$ cat config.mk
export PLATFORM = sky130hd
export DESIGN_NAME = fib_seq_generator
export DESIGN_NICKNAME = d
export VERILOG_FILES = /design/src/rtl/fib_seq_generator.sv
export SDC_FILE = /design/constraint.sdc
export NUM_CORES = 1
export LEC_CHECK = 0
export BUFFER_PORTS_ARGS = -buffer_cell sky130_fd_sc_hd__clkbuf_2
export CAP_MARGIN = 30
export CORE_ASPECT_RATIO = 0.7
export CORE_MARGIN = 2
export CORE_UTILIZATION = 55
export DETAILED_ROUTE_END_ITERATION = 7
export PLACE_DENSITY = 0.74
export SETUP_SLACK_MARGIN = 0.1
export SYNTH_ARGS = -nofsm -noshare
export SYNTH_HDL_FRONTEND = slang
export SYNTH_SLANG_ARGS = --single-unit
$ cat constraint.sdc
create_clock -name clk -period 2.7 [get_ports clk]
set_input_delay 0.135 -clock clk [delete_from_list [all_inputs] [get_ports clk]]
set_output_delay 0.135 -clock clk [all_outputs]
set_load 0.05 [all_outputs]
$ cat src/rtl/fib_seq_generator.sv
// ---------------------------------------------------------------------------
// fib_seq_generator
//
// Iterative Fibonacci / Lucas term generator. A go strobe, accepted while the
// block is not busy, captures the term index, the sequence select and the
// streaming select. The block then steps a two-term window (a, b) once per
// clock. After n steps, a holds term n, which is registered as the result.
//
// With streaming enabled, every calculation cycle also presents the current
// term on numberOut, qualified by a one-cycle valid pulse. Terms 0..n appear
// in order, and the final pulse lines up with done rising.
//
// Each term carries a sticky overflow flag. Arithmetic wraps modulo
// 2^OUT_W, and the flag records whether the true value has ever exceeded the
// result width. Only term n's flag is reported. The lookahead term b may
// overflow without affecting the result.
//
// Parameters
//   OUT_W      result width in bits, legal range 8..64
//   IDX_W      index width in bits, legal range 1..8
//
// Ports
//   clk        in   1      sole clock, rising edge
//   reset      in   1      asynchronous active-low reset
//   go         in   1      start strobe, ignored while busy
//   numberIn   in   IDX_W  index n of the requested term
//   mode       in   1      0 = Fibonacci (0,1), 1 = Lucas (2,1)
//   stream     in   1      0 = final term only, 1 = emit terms 0..n
//   numberOut  out  OUT_W  result or streamed term
//   valid      out  1      qualifies each streamed term
//   done       out  1      result available, held until the next go
//   busy       out  1      calculation in progress
//   overflow   out  1      term n exceeded 2^OUT_W-1, qualified by done
// ---------------------------------------------------------------------------
module fib_seq_generator #(
    parameter int unsigned OUT_W = 16,
    parameter int unsigned IDX_W = 5
) (
    input  logic             clk,
    input  logic             reset,
    input  logic             go,
    input  logic [IDX_W-1:0] numberIn,
    input  logic             mode,
    input  logic             stream,
    output logic [OUT_W-1:0] numberOut,
    output logic             valid,
    output logic             done,
    output logic             busy,
    output logic             overflow
);

    // Reject parameter values outside the supported range at elaboration.
    if (OUT_W < 8 || OUT_W > 64) begin : g_bad_out_w
        $error("fib_seq_generator: OUT_W must be in 8..64");
    end
    if (IDX_W < 1 || IDX_W > 8) begin : g_bad_idx_w
        $error("fib_seq_generator: IDX_W must be in 1..8");
    end

    typedef enum logic [1:0] {
        StIdle,
        StCalc,
        StDone
    } state_e;

    state_e           state_q;

    // Captured run parameters.
    logic [IDX_W-1:0] n_q;
    logic             stream_q;

    // Sliding window: a is term cnt, b is term cnt+1.
    logic [OUT_W-1:0] a_q;
    logic [OUT_W-1:0] b_q;
    logic             a_ovf_q;
    logic             b_ovf_q;
    logic [IDX_W-1:0] cnt_q;

    // One extra bit captures the carry out of the modular add.
    logic [OUT_W:0]   sum;
    logic [OUT_W-1:0] seed0;

    always_comb begin
        sum   = {1'b0, a_q} + {1'b0, b_q};
        seed0 = mode ? OUT_W'(2) : '0;
    end

    assign busy = (state_q == StCalc);

    always_ff @(posedge clk or negedge reset) begin
        if (!reset) begin
            state_q   <= StIdle;
            n_q       <= '0;
            stream_q  <= 1'b0;
            a_q       <= '0;
            b_q       <= '0;
            a_ovf_q   <= 1'b0;
            b_ovf_q   <= 1'b0;
            cnt_q     <= '0;
            numberOut <= '0;
            valid     <= 1'b0;
            done      <= 1'b0;
            overflow  <= 1'b0;
        end else begin
            case (state_q)
                StIdle, StDone: begin
                    // valid is a single-cycle pulse and never survives the calc phase.
                    valid <= 1'b0;
                    if (go) begin
                        n_q      <= numberIn;
                        stream_q <= stream;
                        a_q      <= seed0;
                        b_q      <= OUT_W'(1);
                        a_ovf_q  <= 1'b0;
                        b_ovf_q  <= 1'b0;
                        cnt_q    <= '0;
                        done     <= 1'b0;
                        overflow <= 1'b0;
                        state_q  <= StCalc;
                    end
                end

                StCalc: begin
                    // go is deliberately ignored here; runs are not restartable mid-flight.
                    if (stream_q) begin
                        numberOut <= a_q;
                        valid     <= 1'b1;
                    end else begin
                        valid     <= 1'b0;
                    end

                    if (cnt_q == n_q) begin
                        numberOut <= a_q;
                        overflow  <= a_ovf_q;
                        done      <= 1'b1;
                        state_q   <= StDone;
                    end else begin
                        a_q     <= b_q;
                        a_ovf_q <= b_ovf_q;
                        b_q     <= sum[OUT_W-1:0];
                        // Sticky: once any predecessor overflowed, the true sum exceeds the width too.
                        b_ovf_q <= a_ovf_q | b_ovf_q | sum[OUT_W];
                        cnt_q   <= cnt_q + 1'b1;
                    end
                end

                default: begin
                    state_q <= StIdle;
                    valid   <= 1'b0;
                end
            endcase
        end
    end

endmodule

; Word-level counts from Yosys, hierarchy flattened
; Index checks and enable logic that the tools add are counted.
[op_classes]
n_addsub = 2
n_eq_ne = 6
n_mux = 26
n_bitwise = 2
n_reduce_logical = 9
[op_table]
columns = op, count
row1 = $mux W16, 6
row2 = $pmux W16 S2, 2
row3 = $add A16 B16 Y17, 1
row4 = $mux W5, 2
row5 = $pmux W5 S2, 1
row6 = $pmux W1 S2, 4
row7 = $mux W1, 7
row8 = $mux W2, 3
row9 = $reduce_and A2 Y1, 3
row10 = $reduce_and A3 Y1, 2
row11 = $add A5 B1 Y5 const B, 1
row12 = $eq A5 B5 Y1, 1
row13 = $ne A2 B2 Y1 const B, 2
row14 = $pmux W2 S2, 1
row15 = $reduce_bool A2 Y1, 2
row16 = $eq A2 B1 Y1 const B, 1
row17 = $eq A2 B2 Y1 const B, 1
row18 = $logic_not A2 Y1, 1
row19 = $ne A2 B1 Y1 const B, 1
row20 = $or A1 B1 Y1, 2
row21 = $reduce_or A2 Y1, 1
[totals]
register_bits = 66
input_bits = 10

; Depth between registers and ports, before layout
; Gate-level depths: netlist of the first run.
[logic_depth]
ltp_word = 4
mapped_depth = 8

; Least setup slack after synthesis of the first run
; No wires, ideal clock.
[synth_timing]
path_kind = register to register
start = register a_q[0]
end = register b_q[10]
setup_ns = 0.120
arrival_ns = 1.802
t_required_ns = 2.580
slack_ns = 0.778
path_stages_with_launch = 9
path_buffers = 0
path_cell_list = dfrtp_1 > ha_1 > inv_1 > fa_1 > nor2b_1 > o2111ai_2 > a21oi_1 > or3_1 > a31o_2
[synth_between]
elab_chain_len = 3
[synth_rtl]
columns = item, line
row1 = "start, declared", 73  ; logic [OUT_W-1:0] a_q;
row2 = "start signal, assigned", 138  ; a_q <= b_q;
row3 = $add A16 B16 Y17, 84  ; sum = {1'b0, a_q} + {1'b0, b_q};
row4 = $mux W16, 132  ; if (cnt_q == n_q) begin
row5 = $pmux W16 S2, 105  ; case (state_q)
row6 = "end signal, assigned", 140  ; b_q <= sum[OUT_W-1:0];
row7 = "end, declared", 74  ; logic [OUT_W-1:0] b_q;
; Every way passes these cells. The select of a mux whose other input is x is not followed.
; A chain may end at the register's enable or synchronous reset.

; Worst setup path in the final report of the first run
[layout_timing]
start = register a_q[0]
end = register b_q[12]
; The elaborated chain is that of the path after synthesis.

==> flow_summary.toml, run 1 <==
[clocking]
cts-root-buf = "clkbuf_8"
htree_levels = 3
clk_pin_slew_ns = 0.08
cts.repair.resized = 0
clock_path_buffers = 2
cts_tree = "done"
post_cts_buffers = 0
ctsHoldBuffers = 7
clkLatencyLatePin_ns = 0.34
cts.sinks = 66
cts_made_buffers = 9

[synthesis]
synth_warnings = 0
syn-num-nets = 381
syn_area_um2 = 3526
synthArstFlopShare_pct = 100.0
synth_edf_count = 0
synth-seq-area-share_pct = 46.84
synth_ff_type = "dfrtp_1"
ys_types = 53
syn_inst = 353
syn_area_per_cell_um2 = 9.988
ys_seq_elements = 66

[worst_setup_path]
cp-end-kind = "flip-flop"
critPathKind = "flip-flop to flip-flop"
critPathLaunchType = "flip-flop"
path_max_fanout = 5
required_ns = 2.90
critPathArrivalTime_ns = 2.36

[global_route]
first_global_vias = 2540
antenna_found_initial = 0
met2_usage_pct = 32.28
grtUsageTotal_pct = 22.21
grt_max_degree = 67
gr-usage-met1_pct = 32.95
grtUsageMet3_pct = 5.534
grt_overflow_total = 0
top_usage_layer = "met1"
grt_pass1_wl_um = 12430

[cells_and_area]
drive_gt1_share_pct = 20.36
fillers = 518
multiInputGateArea_um2 = 1767
area_growth_pct = 13.98
antenna_cells = 0
nets = 416
seq_area_um2 = 1652

[placement]
hpwl_um = 4879
port_buffers = 29
globalplace.congestion = 0.8516

[timing]
slew_headroom_pct = 45.26
finalSetupTns_ns = 0
finClkSkew_ns = 0.007529
slew_viol_final = 0
grt_setup_unrepaired = "no"
setup_viol = 0
hold_violations = 0
max_freq_mhz = 462.0
worst_pin_slew_ns = 0.8211
min_period_ns = 2.165
final.period_utilization_pct = 80.17

[flow_run]
drv_cap = 0

[floorplan]
io_pins = 30
initial_core_util_pct = 56.72
die-area_um2 = 7078
core_area_um2 = 6216
die_h_um = 70.99
rows = 24
die_x_um = 99.70

[route]
drtPass1Iterations = 4
drcViolationCount = 0
via_per_inst = 5.809
vias = 2736
routed_wl_um = 7251
wl_per_cell_um = 15.39
drtIter0Drc = 243
drtAntennaViolNets = 0

[worst_hold_path]
hold_path.class = "input port to flip-flop"

[run_status]
status = "complete, no violations"
-- state kept, by name, summed over array words and instances, names as in the netlist --
signal and cells:
b_q 16, state_q 2, b_ovf_q 1, a_ovf_q 1, overflow 1, numberOut 16, valid 1, n_q 5
done 1, cnt_q 5, a_q 16, stream_q 1
-- cell families (layout without fill, tap and decap cells) --
kind of cell | Yosys count | count (layout) | share of synthesized area, %
AOI/OAI and AO/OA | 74 | 74 | 14.66
DFF | 66 | 66 | 46.84
and+or+nand+nor | 138 | 138 | 18.42
adders and majority gates | 18 | 18 | 6.600
xor gates and xnor gates | 14 | 14 | 3.478
muxes | 18 | 18 | 6.742
buffers and inverters | 25 | 65 | 3.265
-- layout by cell type (no fill, tap or decap), types with 9 or more instances in the layout --
cell      synthesis  layout
clkbuf_2          0      28
dfrtp_1          66      66
xnor2_1           9       9
clkbuf_8          0      10
a21oi_1          13      13
nand3_1          35      35
o21ai_0          18      18
mux2_4           10      10
nand2_1          69      69
ha_1             17      17
-- critical path, stage by stage, from the launching register on --
cell and delay, ns:
dfrtp_1 0.39, ha_1 0.21, inv_1 0.06, fa_1 0.39, nor2b_1 0.18, o2111ai_2 0.20, a31oi_1 0.34, o21a_1 0.18
o31ai_1 0.07
-- cell type report --
cell class	instances	share of cell area, %
sequential	66	41.10
tap	78	2.428
inverter	7	0.6538
timing repair buffer	42	6.787
clock buffer	10	3.425
multi-input combinational	262	43.96
clock inverter	6	1.650
-- path summary, 6_finish.rpt --
kind	cells after the start	startpoint	slack, ns	end
max	8	a_q[0]	0.54	b_q[12]
min in group asynchronous	3	reset	0.51	numberOut[9]
max reg2reg	8	a_q[0]	0.54	b_q[12]
max in group asynchronous	3	reset	1.66	a_q[2]
min reg2reg	1	done	0.48	done
min	3	mode	0.08	a_q[1]
-- synthesized netlist by cell type (2+ instances only) --
| master | instances | share of area (%) |
|---|---|---|
| nor3_1 | 5 | 0.71 |
| o21ai_0 | 18 | 2.6 |
| dfrtp_1 | 66 | 47 |
| and2_1 | 3 | 0.53 |
| or3_1 | 2 | 0.35 |
| mux2_4 | 10 | 4.3 |
| xnor2_1 | 9 | 2.2 |
| ha_1 | 17 | 6.0 |
| buf_2 | 4 | 0.57 |
| nand2b_1 | 3 | 0.53 |
| buf_1 | 5 | 0.53 |
| a21oi_4 | 2 | 0.92 |
| o31ai_1 | 3 | 0.64 |
| nand3_1 | 35 | 5.0 |
| a21o_1 | 5 | 1.1 |
| a21oi_1 | 13 | 1.8 |
| a31oi_1 | 4 | 0.71 |
| o21a_1 | 4 | 0.85 |
| nor2_1 | 5 | 0.53 |
| mux2_2 | 6 | 1.9 |
| nand2_1 | 69 | 7.3 |
| xor2_1 | 5 | 1.2 |
| clkbuf_1 | 8 | 0.85 |
| o211ai_1 | 3 | 0.64 |
| a211oi_1 | 4 | 0.85 |
| a2111oi_0 | 2 | 0.50 |
| inv_1 | 7 | 0.75 |
| nand4_1 | 4 | 0.71 |
| o2111ai_1 | 4 | 0.99 |
| a31o_2 | 2 | 0.50 |
| mux2i_1 | 2 | 0.57 |
| nor2b_1 | 3 | 0.53 |
-- routing by layer --
| layer | vias to the layer above | part of all wire, % |
|---|---|---|
| li1 | 1332 | - |
| met1 | 1317 | 50 |
| met2 | 78 | 44 |
| met3 | 9 | 5.4 |
| met4 | 0 | 1.1 |
| met5 | - | 0 |
-- through the flow --
stage / hold WS [ns] / setup slack, ns / utilization, % / cell area (um2) / instances
2_1_floorplan: -0.1606 / 0.7778 / - / 3526 / 353
3_3_place_gp: 0.3256 / 0.6796 / 60.25 / 3745 / 448
3_5_place_dp: 0.3280 / 0.5700 / 60.25 / 3745 / 448
4_1_cts: 0.06901 / 0.5436 / 64.65 / 4019 / 471
5_1_grt: 0.08704 / 0.3793 / 64.65 / 4019 / 471
6_report: 0.08250 / 0.5354 / 64.65 / 4019 / 471
Power of run 1 is left out: the tool's default activity adds up to more than one toggle a clock period on the data nets, which glitch-free logic cannot reach.
==> inputs of run 2 (changes only) <==
==> constraint.sdc (replaced) <==
create_clock -name clk -period 2.23 [get_ports clk]
set_input_delay 0.1115 -clock clk [delete_from_list [all_inputs] [get_ports clk]]
set_output_delay 0.1115 -clock clk [all_outputs]
set_load 0.05 [all_outputs]
==> run 2 against run 1 <==
  * Sequential cell count unchanged
  * Clock skew shrank 0.0014 ns
  * First-iteration DRC count fell by 42%
  * Global-route usage grew 0.68 points
  * Maximum frequency grew 5.9%
  * Final cell count up 1.3%
  * Count of clock-buffer cells in the layout up 1
  * Register-to-register slack worse by 0.35 ns
  * Sequential share of layout area is 1.2 points lower
  * Worst setup slack worse by 0.35 ns
  * Critical path type unchanged
  * Critical endpoint is now b_q[13]
==> flow_summary.toml, run 2 (synthesis gave the netlist of run 1 again) <==
[timing]
max_freq_mhz = 489.2
finClkSkew_ns = 0.006127
worst_pin_slew_ns = 0.5964
setup_viol = 0
hold_violations = 0
slew_viol_final = 0
min_period_ns = 2.044
slew_headroom_pct = 60.09
final.period_utilization_pct = 91.66
grt_setup_unrepaired = "no"
finalSetupTns_ns = 0

[global_route]
antenna_found_initial = 0
grt_overflow_total = 0
grtUsageTotal_pct = 22.89
first_global_vias = 2621
grt_max_degree = 32
grt_pass1_wl_um = 12630

[worst_setup_path]
cp_slowest_cell = "a2111oi_0"
cp-end-kind = "flip-flop"
critPathKind = "flip-flop to flip-flop"
path_max_fanout = 7
cp_num_buf_inv = 0
critPathLaunchType = "flip-flop"
required_ns = 2.51
r2r-start = "a_q[6]"
crit_path_max_incr_delay_ns = 0.45
ff2ff_setup_slack_ns = 0.19
critPathTopFamily = "compound AO/OA/AOI/OAI gates"
crit_start = "a_q[6]"
crit_chain = "ha_1 > a21oi_1 > o21ai_0 > a2111oi_0 > o2111ai_1 > nand3_1"
critPathArrivalTime_ns = 2.33

[route]
drcViolationCount = 0
routed_wl_um = 7582
drtPass1Iterations = 4
vias = 2763
via_per_inst = 5.792
drtIter0Drc = 140
wl_per_cell_um = 15.90
drtAntennaViolNets = 0

[worst_hold_path]
hold_path.class = "input port to flip-flop"
hold_start = "mode"

[clocking]
clock_path_buffers = 2
cts.sinks = 66
cts-root-buf = "clkbuf_8"
cts_made_buffers = 9
htree_levels = 3
cts_tree = "done"
clkLatencyLatePin_ns = 0.35
clk_pin_slew_ns = 0.07

[floorplan]
die-area_um2 = 7078
io_pins = 30
core_area_um2 = 6216
initial_core_util_pct = 56.72
die_h_um = 70.99
rows = 24
die_x_um = 99.70

[placement]
hpwl_um = 5143
port_buffers = 29
globalplace.congestion = 0.8527

[cells_and_area]
drive_gt1_share_pct = 22.81
area_growth_pct = 17.49
fillers = 510
final_common_cell = "nand2_1"
final_cell_mix = "nand2_1 (69), dfrtp_1 (66), nand3_1 (35)"
largest_registers = "a_q x16, b_q x16, numberOut x16"
nets = 422
antenna_cells = 0

[run_status]
status = "complete, no violations"

[flow_run]
drv_cap = 0
run 2: worst min-delay path, delay by kind of cell:
kind / cells / cell delay, ns
compound gates: 2 / 0.14
buf+inv: 1 / 0.08
run 2: final cells by class:
class	instances	area (um2)	share of cell area (%)
Clock buffer	11	141.4	3.413
Inverter	7	26.28	0.6342
Tap cell	78	97.59	2.356
Sequential cell	66	1652	39.87
Clock inverter	5	77.57	1.873
Timing Repair Buffer	48	342.8	8.275
Multi-Input combinational cell	262	1805	43.58
run 2: final timing paths:
check                               end  cells past startpoint
max                             b_q[13]                      6
min                              a_q[1]                      3
max reg2reg                     b_q[13]                      6
min reg2reg                      a_q[6]                      2
max in group asynchronous        b_q[6]                      3
min in group asynchronous  numberOut[9]                      2
run 2: per-layer routing:
| metal | vias up | global-route usage [%] | wire length (um) |
|---|---|---|---|
| met5 | - | 0 | 0 |
| met4 | 0 | 6.088 | 91 |
| met3 | 13 | 7.115 | 317 |
| met2 | 70 | 32.96 | 3314 |
| met1 | 1337 | 33.79 | 3858 |
| li1 | 1343 | - | - |
run 2: per-stage QoR:
step	cells	worst slack, ns	hold WS, ns	instance area, um2	util [%]
floorplan	353	0.3078	-0.1841	3526	-
global placement	453	0.2204	0.1236	3807	61.25
detailed placement	453	0.1293	0.1301	3807	61.25
CTS	476	0.1175	0.01966	4096	65.90
global route	477	0.1072	0.02488	4143	66.65
finish	477	0.1859	0.03153	4143	66.65
run 2: repair_timing:
| action | in CTS | in global routing |
|---|---|---|
| gates resized for setup | 0 | 9 |
| setup endpoints to repair | 0 | 6 |
| setup buffers | 0 | 1 |
| hold buffers | 7 | 0 |
| endpoints found under the hold margin | 27 | 0 |
Power of run 2 is left out for the same reason.
==> inputs of run 3 (changes only) <==
--- a/config.mk
+++ b/config.mk
@@ -7,12 +7,14 @@
 export LEC_CHECK = 0
 export BUFFER_PORTS_ARGS = -buffer_cell sky130_fd_sc_hd__clkbuf_2
 export CAP_MARGIN = 30
-export CORE_ASPECT_RATIO = 0.7
+export CORE_ASPECT_RATIO = 0.8
 export CORE_MARGIN = 2
 export CORE_UTILIZATION = 55
 export DETAILED_ROUTE_END_ITERATION = 7
 export PLACE_DENSITY = 0.74
+export RECOVER_POWER = 50
 export SETUP_SLACK_MARGIN = 0.1
 export SYNTH_ARGS = -nofsm -noshare
 export SYNTH_HDL_FRONTEND = slang
 export SYNTH_SLANG_ARGS = --single-unit
+export TNS_END_PERCENT = 100
==> run 3 against run 2 <==
  * The flow now finishes with violations (max-capacitance violations, max-slew violations)
  * Critical path depth unchanged
  * Count of clock-buffer cells in the layout unchanged
  * Clock skew about the same
  * Global-route usage increased by 0.51 points
  * Sequential cell count unchanged
  * Highest routed layer unchanged
==> flow_summary.toml, run 3 (synthesis gave the netlist of run 1 again) <==
[run_status]
status = "finished, violations left"
violations = "max-capacitance violations, max-slew violations"

[worst_setup_path]
cp-end-kind = "flip-flop"
cp_num_buf_inv = 0
worstReg2RegEnd = "b_q[10]"
crit_path_max_incr_delay_ns = 0.40
path_max_fanout = 5
critPathLaunchType = "flip-flop"
endpoint = "b_q[10]"
critPathTopFamily = "compound AO/OA/AOI/OAI gates"
crit_start = "a_q[4]"
required_ns = 2.47
r2r-start = "a_q[4]"
ff2ff_setup_slack_ns = 0.10
critPathKind = "flip-flop to flip-flop"
critPathArrivalTime_ns = 2.36
cp.depth = 6
rr_worst_depth = 6
cp_slowest_cell = "dfrtp_1"
crit_chain = "ha_1 > a21o_1 > a21oi_2 > a21oi_1 > or3_1 > a31o_2"

[timing]
slew_viol_final = 30
max_freq_mhz = 470.5
final.setup.worst_slack_ns = 0.1046
finalSetupTns_ns = 0
final.period_utilization_pct = 95.31
setup_viol = 0
grt_setup_unrepaired = "yes"
min_period_ns = 2.125
slew_headroom_pct = -13.88
hold_violations = 0
worst_pin_slew_ns = 1.708
finClkSkew_ns = 0.005717

[route]
wl_met1_um = 3525
wl_per_cell_um = 16.03
met2_length_um = 3665
drcViolationCount = 0
drtIter0Drc = 136
via_per_inst = 5.665
routed.top_layer = "met4"
drtAntennaViolNets = 0
routed_wl_um = 7696
vias = 2719
met3_length_um = 416
drtPass1Iterations = 4

[floorplan]
initial_core_util_pct = 56.16
io_pins = 30
die_x_um = 93.52
core_area_um2 = 6279
die-area_um2 = 7071
die_h_um = 75.62
rows = 26

[global_route]
antenna_found_initial = 0
grt_max_degree = 46
grt_pass1_wl_um = 12500
grt_overflow_total = 0
first_global_vias = 2616
grtUsageTotal_pct = 23.40

[worst_hold_path]
hold_path.class = "input port to flip-flop"

[clocking]
cts_made_buffers = 9
cts-root-buf = "clkbuf_8"
clkLatencyLatePin_ns = 0.34
clk_pin_slew_ns = 0.07
clock_path_buffers = 2
cts.sinks = 66
cts_tree = "done"
htree_levels = 3

[flow_run]
drv_cap = 1

[placement]
placed_cells = 456
hpwl_um = 5106
pre_cts_slack_ns = 0.1038
globalplace.congestion = 0.8445
port_buffers = 29

[cells_and_area]
area_growth_pct = 16.47
final_common_cell = "nand2_1"
final_cell_mix = "nand2_1 (69), dfrtp_1 (66), nand3_1 (35)"
drive_gt1_share_pct = 17.93
stdcell_count = 480
largest_registers = "a_q x16, b_q x16, numberOut x16"
nets = 419
antenna_cells = 0
-- run 3: changes by cell type in the layout (fill, tap and decap cells not counted), moves of 2 or more --
cell	delta
clkbuf_2	-15
clkbuf_1	+16
a21oi_2	+2
buf_4	-3
ha_2	-2
ha_1	+2
-- run 3: worst min-delay path by stage --
stage | start | to | cells after the start
floorplan | reset | a_ovf_q | 0
global placement | reset | numberOut[9] | 1
detailed placement | reset | numberOut[9] | 1
CTS | mode | a_q[1] | 3
global route | mode | a_q[1] | 3
finish | mode | a_q[1] | 3
-- run 3: tightest hold or removal path, stage by stage --
cell	delay, ns
clkbuf_2	0.08
o22ai_1	0.10
a31oi_1	0.06
-- run 3: cell type report --
type / instances / area [um2]
timing repair buffer: 45 / 300.3
clock inverter: 5 / 77.57
inverter: 7 / 26.28
clock buffer: 11 / 141.4
multi-input combinational: 262 / 1804
sequential: 66 / 1652
fill: 513 / 2172
tap: 84 / 105.1
-- run 3: per-stage QoR --
step	utilization (%)	cell area [um2]	hold slack (ns)
after CTS	65.44	4109	0.04146
after global placement	60.40	3792	0.1864
final	65.40	4106	0.04892
after detailed placement	60.40	3792	0.1887
after floorplan	-	3526	-0.1841
after global routing	65.40	4106	0.04026
-- run 3: routing by layer --
layer,GRT usage (%),vias to the layer above
li1,-,1330
met1,30.14,1323
met2,38.13,57
met3,8.408,9
met4,6.536,0
met5,0,-
-- run 3: what timing repair did --
action | 4_1_cts | 5_1_grt
pin swaps | 0 | 0
endpoints found under the setup margin | 4 | 7
gates resized for setup | 3 | 7
endpoints found under the hold margin | 35 | 0
hold buffers | 7 | 0
buffers inserted | 1 | 0
Power of run 3 is left out for the same reason.
